File: src/rtl/matrix_result_sequencer_if.sv
// Result-stream interface for matrix_result_sequencer.
// The producer (master) drives one row-major result word per handshake. The consumer
// (slave) drives out_ready.
//   out_data  : 32-bit result word
//   out_idx   : element index 0..8 (0=d11 ... 8=d33)
//   out_valid : out_data/out_idx/out_last are valid
//   out_ready : consumer accepts the current word
//   out_last  : high together with idx 8
interface matrix_result_sequencer_if;
    logic [31:0] out_data;
    logic [3:0]  out_idx;
    logic        out_valid;
    logic        out_ready;
    logic        out_last;

    modport master (
        output out_data,
        output out_idx,
        output out_valid,
        output out_last,
        input  out_ready
    );

    modport slave (
        input  out_data,
        input  out_idx,
        input  out_valid,
        input  out_last,
        output out_ready
    );
endinterface

File: src/rtl/matrix_result_sequencer.sv
// Run/capture/readout controller placed beside the single-cycle MIPS core.
// It steps the core's PC from START_PC to HALT_PC and then holds the PC at HALT_PC. After a
// settle period it snapshots the nine 3x3 result words and streams them row-major.
// Ports:
//   clk, rst_n      : clock and synchronous active-low reset
//   start_i         : begin a run (sampled only in idle)
//   pc_out_o        : PC driven into the core
//   d11_i .. d33_i  : result matrix from the core
//   out_if          : valid/ready result stream (master side)
//   busy_o          : high in run, settle, capture and stream
//   done_o          : one-cycle pulse after the final word is accepted
module matrix_result_sequencer #(
    parameter logic [31:0] START_PC      = 32'hFFFF_FFFC,
    parameter logic [31:0] HALT_PC       = 32'd356,
    parameter logic [31:0] STEP          = 32'd4,
    parameter int unsigned SETTLE_CYCLES = 2
) (
    input  logic                              clk,
    input  logic                              rst_n,
    input  logic                              start_i,
    output logic [31:0]                       pc_out_o,
    input  logic [31:0]                       d11_i,
    input  logic [31:0]                       d12_i,
    input  logic [31:0]                       d13_i,
    input  logic [31:0]                       d21_i,
    input  logic [31:0]                       d22_i,
    input  logic [31:0]                       d23_i,
    input  logic [31:0]                       d31_i,
    input  logic [31:0]                       d32_i,
    input  logic [31:0]                       d33_i,
    matrix_result_sequencer_if.master         out_if,
    output logic                              busy_o,
    output logic                              done_o
);

    localparam logic [3:0] SettleLast = 4'(SETTLE_CYCLES - 1);
    localparam logic [3:0] LastIdx    = 4'd8;

    typedef enum logic [2:0] {
        StIdle,
        StRun,
        StSettle,
        StCapture,
        StStream,
        StDone
    } state_e;

    state_e      state_q;
    logic [31:0] pc_q;
    logic [31:0] data_q;
    logic [3:0]  idx_q;
    logic [3:0]  settle_q;
    logic        valid_q;
    logic        last_q;
    logic        done_q;
    logic [31:0] snap_q [9];

    logic [31:0] pc_next;
    logic [3:0]  idx_next;

    assign pc_next  = pc_q + STEP;
    assign idx_next = idx_q + 4'd1;

    // Snapshot is deliberately not reset; it is only ever read after a capture.
    always_ff @(posedge clk) begin
        if (state_q == StCapture) begin
            snap_q[0] <= d11_i;
            snap_q[1] <= d12_i;
            snap_q[2] <= d13_i;
            snap_q[3] <= d21_i;
            snap_q[4] <= d22_i;
            snap_q[5] <= d23_i;
            snap_q[6] <= d31_i;
            snap_q[7] <= d32_i;
            snap_q[8] <= d33_i;
        end
    end

    always_ff @(posedge clk) begin
        if (!rst_n) begin
            state_q  <= StIdle;
            pc_q     <= START_PC;
            data_q   <= '0;
            idx_q    <= '0;
            settle_q <= '0;
            valid_q  <= 1'b0;
            last_q   <= 1'b0;
            done_q   <= 1'b0;
        end else begin
            unique case (state_q)
                StIdle: begin
                    pc_q <= START_PC;
                    if (start_i) begin
                        state_q <= StRun;
                    end
                end
                StRun: begin
                    pc_q <= pc_next;
                    if (pc_next == HALT_PC) begin
                        state_q  <= StSettle;
                        settle_q <= '0;
                    end
                end
                StSettle: begin
                    if (settle_q == SettleLast) begin
                        state_q  <= StCapture;
                        settle_q <= '0;
                    end else begin
                        settle_q <= settle_q + 4'd1;
                    end
                end
                StCapture: begin
                    // The first word comes straight from the input being captured this edge.
                    state_q <= StStream;
                    idx_q   <= '0;
                    data_q  <= d11_i;
                    valid_q <= 1'b1;
                    last_q  <= 1'b0;
                end
                StStream: begin
                    if (valid_q && out_if.out_ready) begin
                        if (idx_q == LastIdx) begin
                            valid_q <= 1'b0;
                            last_q  <= 1'b0;
                            done_q  <= 1'b1;
                            state_q <= StDone;
                        end else begin
                            idx_q  <= idx_next;
                            data_q <= snap_q[idx_next];
                            last_q <= (idx_next == LastIdx);
                        end
                    end
                end
                StDone: begin
                    done_q  <= 1'b0;
                    pc_q    <= START_PC;
                    state_q <= StIdle;
                end
                default: begin
                    state_q <= StIdle;
                end
            endcase
        end
    end

    assign pc_out_o         = pc_q;
    assign out_if.out_data  = data_q;
    assign out_if.out_idx   = idx_q;
    assign out_if.out_valid = valid_q;
    assign out_if.out_last  = last_q;
    assign done_o           = done_q;
    assign busy_o           = (state_q == StRun) || (state_q == StSettle) ||
                              (state_q == StCapture) || (state_q == StStream);

endmodule

File: src/flat_wrapper.sv
// flat-port wrapper written by rule: the top's interface ports become plain ports
module matrix_result_sequencer_flat 
#(
    parameter logic [31:0] START_PC      = 32'hFFFF_FFFC,
    parameter logic [31:0] HALT_PC       = 32'd356,
    parameter logic [31:0] STEP          = 32'd4,
    parameter int unsigned SETTLE_CYCLES = 2
)
  (clk, rst_n, start_i, pc_out_o, d11_i, d12_i, d13_i, d21_i, d22_i, d23_i, d31_i, d32_i, d33_i, busy_o, done_o, out_if_out_data, out_if_out_idx, out_if_out_valid, out_if_out_last, out_if_out_ready);
  matrix_result_sequencer_if out_if_i ();
  input  logic clk;
  input  logic rst_n;
  input  logic start_i;
  output logic [31:0] pc_out_o;
  input  logic [31:0] d11_i;
  input  logic [31:0] d12_i;
  input  logic [31:0] d13_i;
  input  logic [31:0] d21_i;
  input  logic [31:0] d22_i;
  input  logic [31:0] d23_i;
  input  logic [31:0] d31_i;
  input  logic [31:0] d32_i;
  input  logic [31:0] d33_i;
  output logic busy_o;
  output logic done_o;
  output wire logic [$bits(out_if_i.out_data)-1:0] out_if_out_data;
  output wire logic [$bits(out_if_i.out_idx)-1:0] out_if_out_idx;
  output wire logic [$bits(out_if_i.out_valid)-1:0] out_if_out_valid;
  output wire logic [$bits(out_if_i.out_last)-1:0] out_if_out_last;
  input wire logic [$bits(out_if_i.out_ready)-1:0] out_if_out_ready;
  assign out_if_out_data = out_if_i.out_data;
  assign out_if_out_idx = out_if_i.out_idx;
  assign out_if_out_valid = out_if_i.out_valid;
  assign out_if_out_last = out_if_i.out_last;
  assign out_if_i.out_ready = out_if_out_ready;
  matrix_result_sequencer #(.START_PC(START_PC), .HALT_PC(HALT_PC), .STEP(STEP), .SETTLE_CYCLES(SETTLE_CYCLES)) u_core (.clk(clk), .rst_n(rst_n), .start_i(start_i), .pc_out_o(pc_out_o), .d11_i(d11_i), .d12_i(d12_i), .d13_i(d13_i), .d21_i(d21_i), .d22_i(d22_i), .d23_i(d23_i), .d31_i(d31_i), .d32_i(d32_i), .d33_i(d33_i), .out_if(out_if_i), .busy_o(busy_o), .done_o(done_o));
endmodule
File: config.mk
export PLATFORM = sky130hd
export DESIGN_NAME = matrix_result_sequencer_flat
export DESIGN_NICKNAME = d
export VERILOG_FILES = /design/src/rtl/matrix_result_sequencer_if.sv /design/src/rtl/matrix_result_sequencer.sv /design/src/flat_wrapper.sv
export SDC_FILE = /design/constraint.sdc
export NUM_CORES = 1
export LEC_CHECK = 0
export ABC_CLOCK_PERIOD_IN_PS = 27600
export CORE_ASPECT_RATIO = 0.75
export CORE_MARGIN = 10
export CORE_UTILIZATION = 30
export DETAILED_ROUTE_END_ITERATION = 6
export PLACE_DENSITY_LB_ADDON = 0.25
export SLEW_MARGIN = 20
export SYNTH_ARGS = -nofsm -noshare
export SYNTH_HDL_FRONTEND = slang
export SYNTH_SLANG_ARGS = --single-unit
File: constraint.sdc
create_clock -name clk -period 27.6 [get_ports clk]
set_clock_uncertainty 0.15 [all_clocks]
set_input_delay 5.52 -clock clk [delete_from_list [all_inputs] [get_ports clk]]
set_output_delay 5.52 -clock clk [all_outputs]
set_load 0.01 [all_outputs]
==> metrics.md, run 1 <==
| Metric | Value |
|---|---|
| CTS tree | `yes` |
| Hold Crit Class | `flop to flop` |
| Layout area overhead | `37.5%` |
| Fin util | `0.415` |
| Die X | `about 280 um` |
| Core Box Area | `about 50000 sq um` |
| Critical path class | `flop to output pin` |
| Fin crit period | `between 7 and 8 ns` |
| Post-cts sizing count | `0` |
| WL/cell | `22.0 um` |
| Post-synth cell types | `between 60 and 70` |
| Net count, final | `between 1500 and 2000` |
| Starting Density | `0.302` |
| Ys flop type | `edfxtp_1` |
| Final Slew Violations | `0` |
| CP Cell Sequence | `nor2_1 -> xnor2_1 -> clkdlybuf4s50_1` |
| Gr ovfl total | `0` |
| Root buf cell | `clkbuf_16` |
| CP startpoint kind | `flop` |
| #FFs+latches synth | `approximately 360` |
| R2R depth | `9` |
| Die H | `around 210 um` |
| Post-route insts no fill | `about 2000` |
| Levels on crit path | `3` |
| Global-route track usage on met2 | `0.229` |
| Post-CTS Setup Bufs | `0` |
| Num rows | `between 70 and 80` |
| Final setup TNS | `0 ns` |
| CP delay by family, top | `buffers and inverters` |
| Global Route Usage Sum | `0.149` |
| Post-synthesis average cell area | `between 10 and 15 sq um` |
| Netlist Area Pre-Place | `15100 sq um` |
| Reg clk slew, reported paths | `approximately 0.06 ns` |
| Die Area | `around 60000 sq um` |
| RSZ-0062 raised after global routing | `false` |
| Clock sink count | `~360` |
| Share of cells above drive strength 1 | `0.110` |
| Tot Pwr | `around 1.3 mW` |
| Hold depth | `2` |
| Async set-reset flop share out of synthesis | `0` |
| Slowest CP cell | `clkdlybuf4s50_1` |
| Remaining DRCs | `0` |
| Area of the multi-input gates | `4630 sq um` |
| Max-slew headroom | `0.102` |
| Flip-flop and latch area | `about 10000 sq um` |
| CTS Buf Count | `40` |
| Power Dens Cells | `approximately 64 nW/um^2` |
| Most common cell after layout, fill and taps aside | `clkdlybuf4s50_1` |
| Vias per inst | `4.88` |
| MaxCap Viol Count | `0` |
| Vias in the first global route | `10500` |
| Max incr delay on CP | `0.59 ns` |
| Largest net degree at the start of global routing | `~180` |
| HPWL after DPL | `between 30000 and 40000 um` |
| Via count | `9976` |
| Synthesized netlist cell count | `approximately 1000` |
| Post-Route WL | `approximately 45000 um` |
| Required @ worst endpoint | `21.93 ns` |
| H-tree levels | `2` |
| GRT busiest layer | `met2` |
| Fmax | `about 0.13 GHz` |
| Setup crit end kind | `output pin` |
| DRT iter0 DRCs | `between 700 and 800` |
| LEAKAGE | `between 7 and 8 nW` |
| Max Fanout on Critical Path | `12` |
| Min Hold Slack | `around 0.35 ns` |
| Critical Path AT | `around 2.1 ns` |
| Tcrit/Tclk final | `0.282` |
| Maximum VDD drop | `~0.04 mV` |
| Initial antenna violation count | `9` |
| Yosys warnings | `0` |
| First-pass GRT wire length | `~70000 um` |
| EDFF count, synth | `288` |
| Commonest cells after routing, fill and taps aside | `clkdlybuf4s50_1, edfxtp_1, nand2_1, dfxtp_1, mux4_2` |
| Placed cell count | `a little under 2000` |
| GR Util met1 | `0.198` |
| Clock Path Buffers | `3` |
| Routability cong. | `roughly 0.8` |
| Drt pass-1 iters | `5` |
| Worst skew pair latency | `around 0.56 ns` |
| CP bufs+invs | `1` |
| Outcome | `completed` |
| # fillers | `~4600` |
| Slew @ Worst Pin | `between 1 and 1.5 ns` |
| Final setup fails | `0` |
| Port buffer count | `~360` |
| Hold_buf cts | `0` |
| Final hold violation count | `0` |
| Sequential area share after synthesis | `0.675` |
| M3 GR Usage | `0.0528` |
| Antenna viol nets, final | `0` |
| Ports | `roughly 360` |
-- kinds of logic after synthesis --
kind of cell | Yosys count | synth area share
AO/OA/AOI/OAI | 171 | 0.0826
XOR/XNOR | 12 | 0.00698
adder cells (fa/ha/maj) | 7 | 0.00581
buffers and inverters | 86 | 0.0228
flip-flops | 364 | 0.675
multiplexers | 98 | 0.118
other | 1 | 0.000249
AND/OR/NAND/NOR | 272 | 0.0883
-- worst reg2reg max path, delay by kind of cell, from the launching register on --
| family | cells | cell delay (ns) |
|---|---|---|
| buffers and inverters | 2 | 1.34 |
| flip-flops | 1 | 0.86 |
| XOR/XNOR | 1 | 0.45 |
| adder cells (fa/ha/maj) | 1 | 0.42 |
| multiplexers | 1 | 0.34 |
| AO/OA/AOI/OAI | 2 | 0.31 |
| AND/OR/NAND/NOR | 2 | 0.21 |
-- flip-flops by register name (all words and copies together) (netlist names) --
register                 flops
u_core.pc_out_o             30
u_core.snap_q              288
u_core.out_if.out_idx        4
u_core.out_if.out_data      32
u_core.out_if.out_last       1
u_core.state_q               3
u_core.settle_q              4
u_core.out_if.out_valid      1
u_core.done_o                1
-- synthesized netlist by cell type, types with 3 or more instances --
library cell / instances / area share
o21ai_0: 29 / 0.0096
nor4_1: 10 / 0.0042
nand3_1: 59 / 0.020
clkbuf_1: 50 / 0.012
and3_1: 6 / 0.0025
ha_1: 7 / 0.0058
and2_1: 7 / 0.0029
o21a_1: 4 / 0.0020
mux2i_1: 34 / 0.023
o211a_1: 32 / 0.021
dfxtp_1: 76 / 0.10
nand4_1: 7 / 0.0029
nand3b_1: 3 / 0.0015
xnor2_1: 5 / 0.0029
a31oi_1: 6 / 0.0025
nand2_1: 114 / 0.028
o311ai_0: 7 / 0.0041
edfxtp_1: 288 / 0.57
buf_2: 9 / 0.0030
o31ai_1: 3 / 0.0015
nor2b_1: 6 / 0.0025
mux4_2: 64 / 0.096
and4_1: 3 / 0.0017
inv_1: 14 / 0.0035
o21ai_1: 4 / 0.0013
nor2_1: 27 / 0.0067
a21oi_1: 21 / 0.0070
xor2_1: 7 / 0.0041
nor3_1: 8 / 0.0027
buf_1: 10 / 0.0025
o211ai_1: 38 / 0.019
or3_1: 7 / 0.0029
o22ai_1: 6 / 0.0025
-- final cells by class --
class / instances / share of cell area
flip-flops and latches: 364 / 0.491
multi-input cells: 562 / 0.224
repair buffers: 370 / 0.179
clock buffers: 54 / 0.0538
well taps: 657 / 0.0397
clock inverters: 20 / 0.0101
inverters: 14 / 0.00254
diodes: 5 / 0.000604
-- worst paths after layout --
kind                             from                          to  slack [ns]
min reg2reg        u_core.settle_q[3]          u_core.settle_q[3]        0.35
max                 u_core.state_q[1]                      busy_o       19.81
min                u_core.settle_q[3]          u_core.settle_q[3]        0.35
max reg2reg  u_core.out_if.out_idx[0]  u_core.out_if.out_data[28]       23.42
-- routing by layer --
| layer | part of all wire | up-vias |
|---|---|---|
| li1 | - | 4674 |
| met1 | 0.44 | 4930 |
| met2 | 0.45 | 306 |
| met3 | 0.084 | 56 |
| met4 | 0.017 | 10 |
| met5 | 0.0015 | - |
-- per-stage QoR --
stage	area [sq um]	worst slack [ns]
after floorplan	15100	3.62
after global placement	19400	19.71
after detailed placement	19400	19.62
after CTS	20700	19.70
after global routing	20700	19.65
final	20700	19.81
-- report_power, final --
part	switching, mW	internal (mW)
clock network	0.226	0.314
logic	0.0822	0.0889
registers	0.0190	0.599
total	0.328	1.00
Power figures use the tool's default switching activity.
==> run 2, diff against run 1 <==
--- a/config.mk
+++ b/config.mk
@@ -5,7 +5,7 @@
 export SDC_FILE = /design/constraint.sdc
 export NUM_CORES = 1
 export LEC_CHECK = 0
-export ABC_CLOCK_PERIOD_IN_PS = 27600
+export ABC_CLOCK_PERIOD_IN_PS = 7600
 export CORE_ASPECT_RATIO = 0.75
 export CORE_MARGIN = 10
 export CORE_UTILIZATION = 30
==> constraint.sdc (replaced) <==
create_clock -name clk -period 7.6 [get_ports clk]
set_clock_uncertainty 0.15 [all_clocks]
set_input_delay 1.52 -clock clk [delete_from_list [all_inputs] [get_ports clk]]
set_output_delay 1.52 -clock clk [all_outputs]
set_load 0.01 [all_outputs]
==> run 2 against run 1 <==
Final cell count unchanged. Clock power increased to 3.4 times the previous value. First-iteration DRC count increased by 3.0%. Via count increased by 0.87%. Die area unchanged. Largest power group unchanged. Sequential share of layout area increased by 0.17 points. Critical path type unchanged.
==> metrics.md, run 2 (synthesis results as in run 1) <==
| Metric | Value |
|---|---|
| H-tree levels | `2` |
| Vias per inst | `4.92` |
| Power Dens Cells | `between 200 and 250 nW/um^2` |
| Area of the multi-input gates | `4640 sq um` |
| Setup crit end kind | `output pin` |
| Critical path class | `flop to output pin` |
| Switching share of power | `0.251` |
| Share of cells above drive strength 1 | `0.110` |
| Antenna viol nets, final | `0` |
| LEAKAGE | `7.20 nW` |
| Required @ worst endpoint | `5.93 ns` |
| Tot Pwr | `around 4.7 mW` |
| HPWL after DPL | `31800 um` |
| Slowest CP cell | `clkdlybuf4s50_1` |
| CP Cell Sequence | `nor2_1 -> xnor2_1 -> clkdlybuf4s50_1` |
| Comb pwr share | `0.133` |
| # fillers | `4568` |
| RSZ-0062 raised after global routing | `false` |
| Remaining DRCs | `0` |
| Final setup TNS | `0 ns` |
| Maximum VDD drop | `roughly 0.13 mV` |
| Int Pwr | `3.53 mW` |
| Fmax | `~0.26 GHz` |
| Flop pwr share | `0.476` |
| Max Fanout on Critical Path | `12` |
| Clock Path Buffers | `3` |
| Final hold violation count | `0` |
| Worst Hold Launch | `u_core.settle_q[3]` |
| Largest net degree at the start of global routing | `between 150 and 200` |
| MaxCap Viol Count | `0` |
| Biggest register | `u_core.snap_q` |
| Clock power share | `0.390` |
| Die H | `roughly 210 um` |
| Gr ovfl total | `0` |
| Global Route Usage Sum | `0.150` |
| Initial antenna violation count | `7` |
| CP Launch Point | `u_core.state_q[1]` |
| Post-Route WL | `between 40000 and 50000 um` |
| Post-cts sizing count | `0` |
| Net count, final | `1653` |
| Final setup fails | `0` |
| Vias in the first global route | `around 10000` |
| Hold Crit Class | `flop to flop` |
| Final Cell Area | `between 20000 and 25000 sq um` |
| Port buffer count | `between 300 and 400` |
| Fin crit period | `3.80 ns` |
| Ports | `roughly 360` |
| CP startpoint kind | `flop` |
| Layout area overhead | `37.1%` |
| Outcome | `completed` |
| Routability cong. | `between 0.7 and 0.8` |
| Clock sink count | `between 300 and 400` |
| Largest register FFs | `between 200 and 300` |
| Reg clk slew, reported paths | `around 0.06 ns` |
| Drt pass-1 iters | `5` |
| Commonest cells after routing, fill and taps aside | `clkdlybuf4s50_1, edfxtp_1, nand2_1, dfxtp_1, mux4_2` |
| CTS Buf Count | `39` |
| DRT iter0 DRCs | `approximately 790` |
| First-pass GRT wire length | `68600 um` |
| CTS tree | `yes` |
| Core Box Area | `about 50000 sq um` |
| Root buf cell | `clkbuf_16` |
| Post-CTS Setup Bufs | `0` |
| Via count | `slightly above 10000` |
| Placed instance area | `around 19000 sq um` |
| Hold_buf cts | `0` |
| Final Slew Violations | `0` |
| Starting Density | `0.302` |
| Psw | `between 1 and 1.5 mW` |
| Die X | `279 um` |
| Max incr delay on CP | `around 0.60 ns` |
| Reg-to-Reg Start | `u_core.out_if.out_idx[0]` |
| Max-slew headroom | `0.290` |
| Min Hold Slack | `roughly 0.35 ns` |
| Num rows | `71` |
| Most common cell after layout, fill and taps aside | `clkdlybuf4s50_1` |
| Die Area | `~60000 sq um` |
| Flip-flop and latch area | `around 10000 sq um` |
| Tcrit/Tclk final | `0.500` |
| Slew @ Worst Pin | `~1.1 ns` |
| CP bufs+invs | `1` |
| CP delay by family, top | `buffers and inverters` |
| Critical Path AT | `between 2 and 2.5 ns` |
| WL/cell | `approximately 22 um` |
| Worst skew pair latency | `0.55 ns` |
-- run 2: layout make-up --
class                   count  share of cell area
flip-flops and latches    364               0.493
multi-input cells         562               0.225
repair buffers            373               0.181
clock buffers              53              0.0518
well taps                 657              0.0398
clock inverters            19             0.00703
inverters                  14             0.00255
diodes                      4            0.000485
-- run 2: per-stage QoR --
step,std cells,setup slack [ns],util
after global placement,1968,3.73,0.388
after floorplan,1012,-1.42,-
after CTS,2041,3.75,0.413
after global routing,2043,3.70,0.413
final,2046,3.80,0.414
after detailed placement,1969,3.70,0.389
-- run 2: worst register-to-register path, cell delays in order, from the launching register on --
cell and delay [ns]:
dfxtp_4 0.81, inv_1 0.19, ha_4 0.44, buf_4 0.67, mux4_2 0.62, mux2i_1 0.15
nand2_1 0.07, o211ai_1 0.09, nand3_1 0.10, o211a_1 0.15
-- run 2: worst paths after layout --
check                                             endpoint  slack (ns)  depth (start not counted)
worst max register to register  u_core.out_if.out_data[29]        4.06                          9
worst max-delay path                                busy_o        3.80                          3
worst min-delay path                    u_core.settle_q[3]        0.35                          2
worst min register to register          u_core.settle_q[3]        0.35                          2
-- run 2: layer usage --
metal  vias up  global-route usage  wire, um
li1       4670                   -         -
met1      4970               0.200     19900
met2       361               0.233     20900
met3        56              0.0511      3990
met4         6              0.0371       797
met5         -                   0        43
-- run 2: power groups by stage --
| stage | logic, mW | registers (mW) | clock network, mW |
|---|---|---|---|
| 2_1_floorplan | 0.340 | 2.26 | 0 |
| 4_1_cts | 0.627 | 2.24 | 1.90 |
| 3_3_place_gp | 0.614 | 2.28 | 0 |
| 6_report | 0.628 | 2.24 | 1.84 |
| 3_5_place_dp | 0.623 | 2.28 | 0 |
| 5_1_grt | 0.689 | 2.25 | 1.97 |
==> run 3, diff against run 2 <==
--- a/config.mk
+++ b/config.mk
@@ -5,7 +5,7 @@
 export SDC_FILE = /design/constraint.sdc
 export NUM_CORES = 1
 export LEC_CHECK = 0
-export ABC_CLOCK_PERIOD_IN_PS = 7600
+export ABC_CLOCK_PERIOD_IN_PS = 3200
 export CORE_ASPECT_RATIO = 0.75
 export CORE_MARGIN = 10
 export CORE_UTILIZATION = 30
==> constraint.sdc (replaced) <==
create_clock -name clk -period 3.2 [get_ports clk]
set_clock_uncertainty 0.15 [all_clocks]
set_input_delay 0.64 -clock clk [delete_from_list [all_inputs] [get_ports clk]]
set_output_delay 0.64 -clock clk [all_outputs]
set_load 0.01 [all_outputs]
==> run 3 against run 2 <==
Critical endpoint is now u_core.settle_q[0]. Sequential cell count did not move. Final cell count rose by 0.73%. Global-route usage fell by 0.052 points. Count of clock-buffer cells in the layout is 5 higher.
==> metrics.md, run 3 (synthesis results as in run 1) <==
| Metric | Value |
|---|---|
| Global Route Usage Sum | `0.150` |
| Most common cell after layout, fill and taps aside | `clkdlybuf4s50_1` |
| Clock Path Buffers | `3` |
| Core Box Area | `between 40000 and 50000 sq um` |
| LEAKAGE | `~7.3 nW` |
| Largest register FFs | `between 200 and 300` |
| Fmax | `between 0.3 and 0.4 GHz` |
| Critical Path AT | `between 3 and 4 ns` |
| Final hold violation count | `0` |
| Post-route insts no fill | `2061` |
| RSZ-0062 raised after global routing | `false` |
| Outcome | `completed` |
| Required @ worst endpoint | `roughly 3.5 ns` |
| Num rows | `just over 70` |
| Remaining DRCs | `0` |
| Port buffer count | `about 360` |
| Critical path class | `flop to flop` |
| Drt pass-1 iters | `5` |
| Fin worst setup slack | `approximately 0.17 ns` |
| Worst skew pair latency | `about 0.56 ns` |
| Starting Density | `0.302` |
| Final setup fails | `0` |
| Max Fanout on Critical Path | `11` |
| HPWL after DPL | `~32000 um` |
| Fin util | `0.416` |
| Commonest cells after routing, fill and taps aside | `clkdlybuf4s50_1, edfxtp_1, nand2_1, dfxtp_1, mux4_2` |
| Pre-CTS setup slack | `between 0.2 and 0.25 ns` |
| CP Cell Sequence | `nand3_4 -> or4_1 -> nor4_1 -> o221ai_1 -> nor4_1 -> and3_1 -> o21ai_1` |
| Net count, final | `roughly 1700` |
| CTS Buf Count | `40` |
| # fillers | `~4500` |
| Min Hold Slack | `between 0.3 and 0.4 ns` |
| Hold_buf cts | `0` |
| Power Dens Cells | `around 540 nW/um^2` |
| DRT iter0 DRCs | `763` |
| Reg clk slew, reported paths | `around 0.06 ns` |
| Post-Route WL | `45600 um` |
| H-tree levels | `2` |
| Hold depth | `1` |
| Share of cells above drive strength 1 | `0.115` |
| CP dominant cell by count | `nor4_1` |
| Die H | `214 um` |
| Max incr delay on CP | `around 0.72 ns` |
| Vias per inst | `between 4 and 5` |
| Antenna viol nets, final | `0` |
| Post-cts sizing count | `0` |
| Ports | `~360` |
| Hold Crit Class | `flop to flop` |
| Die Area | `roughly 60000 sq um` |
| Placed cell count | `~2000` |
| Maximum VDD drop | `0.302 mV` |
| Tcrit/Tclk final | `0.948` |
| Slew @ Worst Pin | `between 1 and 1.5 ns` |
| R2R depth | `7` |
| Die X | `279 um` |
| Slowest CP cell | `or4_1` |
| WL/cell | `between 20 and 25 um` |
| Post-CTS Setup Bufs | `0` |
| Fin crit period | `between 3 and 4 ns` |
| Largest net degree at the start of global routing | `156` |
| First-pass GRT wire length | `around 69000 um` |
| Final Slew Violations | `0` |
| Setup crit end kind | `flop` |
| Layout area overhead | `38.0%` |
| Root buf cell | `clkbuf_16` |
| CP startpoint kind | `flop` |
| Via count | `10100` |
| CTS tree | `yes` |
| Gr ovfl total | `0` |
| Max-slew headroom | `0.308` |
| Routability cong. | `about 0.84` |
| MaxCap Viol Count | `0` |
| Vias in the first global route | `~10000` |
| Tot Pwr | `between 10 and 15 mW` |
| Clock sink count | `364` |
| Initial antenna violation count | `7` |
| Biggest register | `u_core.snap_q` |
==> run 3: cell count changes in the layout (fill, tap and decap cells not counted), sizes merged <==
cell / before / now
clkinvlp: 5 / 0
inv: 15 / 17
buf: 13 / 25
clkinv: 12 / 13
bufinv: 1 / 0
diode: 4 / 5
clkbuf: 53 / 58
==> run 3: report_power, final <==
| group | internal, mW | switching [mW] | total [mW] | leakage [nW] |
|---|---|---|---|---|
| Sequential | 5.16 | 0.144 | 5.31 | 3.20 |
| Clock | 2.41 | 1.89 | 4.30 | 0.591 |
| Combinational | 0.788 | 0.764 | 1.55 | 3.49 |
==> run 3: area by class of cell <==
type                            instances  area, sq um  area share
Clock buffer                           58         1100      0.0529
Timing Repair Buffer                  385         3880       0.187
Sequential cell                       364        10200       0.490
Multi-Input combinational cell        562         4630       0.223
Inverter                               14         52.6     0.00253
Antenna cell                            5         12.5    0.000602
Tap cell                              657          822      0.0396
Clock inverter                         16          110     0.00530
==> run 3: path summary, 6_finish.rpt <==
check                                                from                         to  slack (ns)
worst max-delay path                  u_core.pc_out_o[12]         u_core.settle_q[0]        0.17
worst min-delay path            u_core.out_if.out_data[8]  u_core.out_if.out_data[8]        0.35
worst max register to register        u_core.pc_out_o[12]         u_core.settle_q[0]        0.17
worst min register to register  u_core.out_if.out_data[8]  u_core.out_if.out_data[8]        0.35
==> run 3: through the flow <==
stage	cell area [sq um]	TNS (ns)
after floorplan	15100	-1697.64
after global placement	19600	0
after detailed placement	19600	0
after CTS	20800	0
after global routing	20800	0
final	20800	0
==> run 3: layer usage <==
metal  vias to the layer above  track usage  wire length, um
met4                         2       0.0403              790
met1                      4988        0.204            20600
li1                       4705            -                -
met5                         -            0                9
met3                        53       0.0454             3580
met2                       359        0.229            20600
==> run 3: critical path, delay by kind of cell, from the launching register on <==
kind | cells | cell delay (ns)
simple gates | 5 | 1.94
flops | 1 | 0.56
compound gates | 2 | 0.27
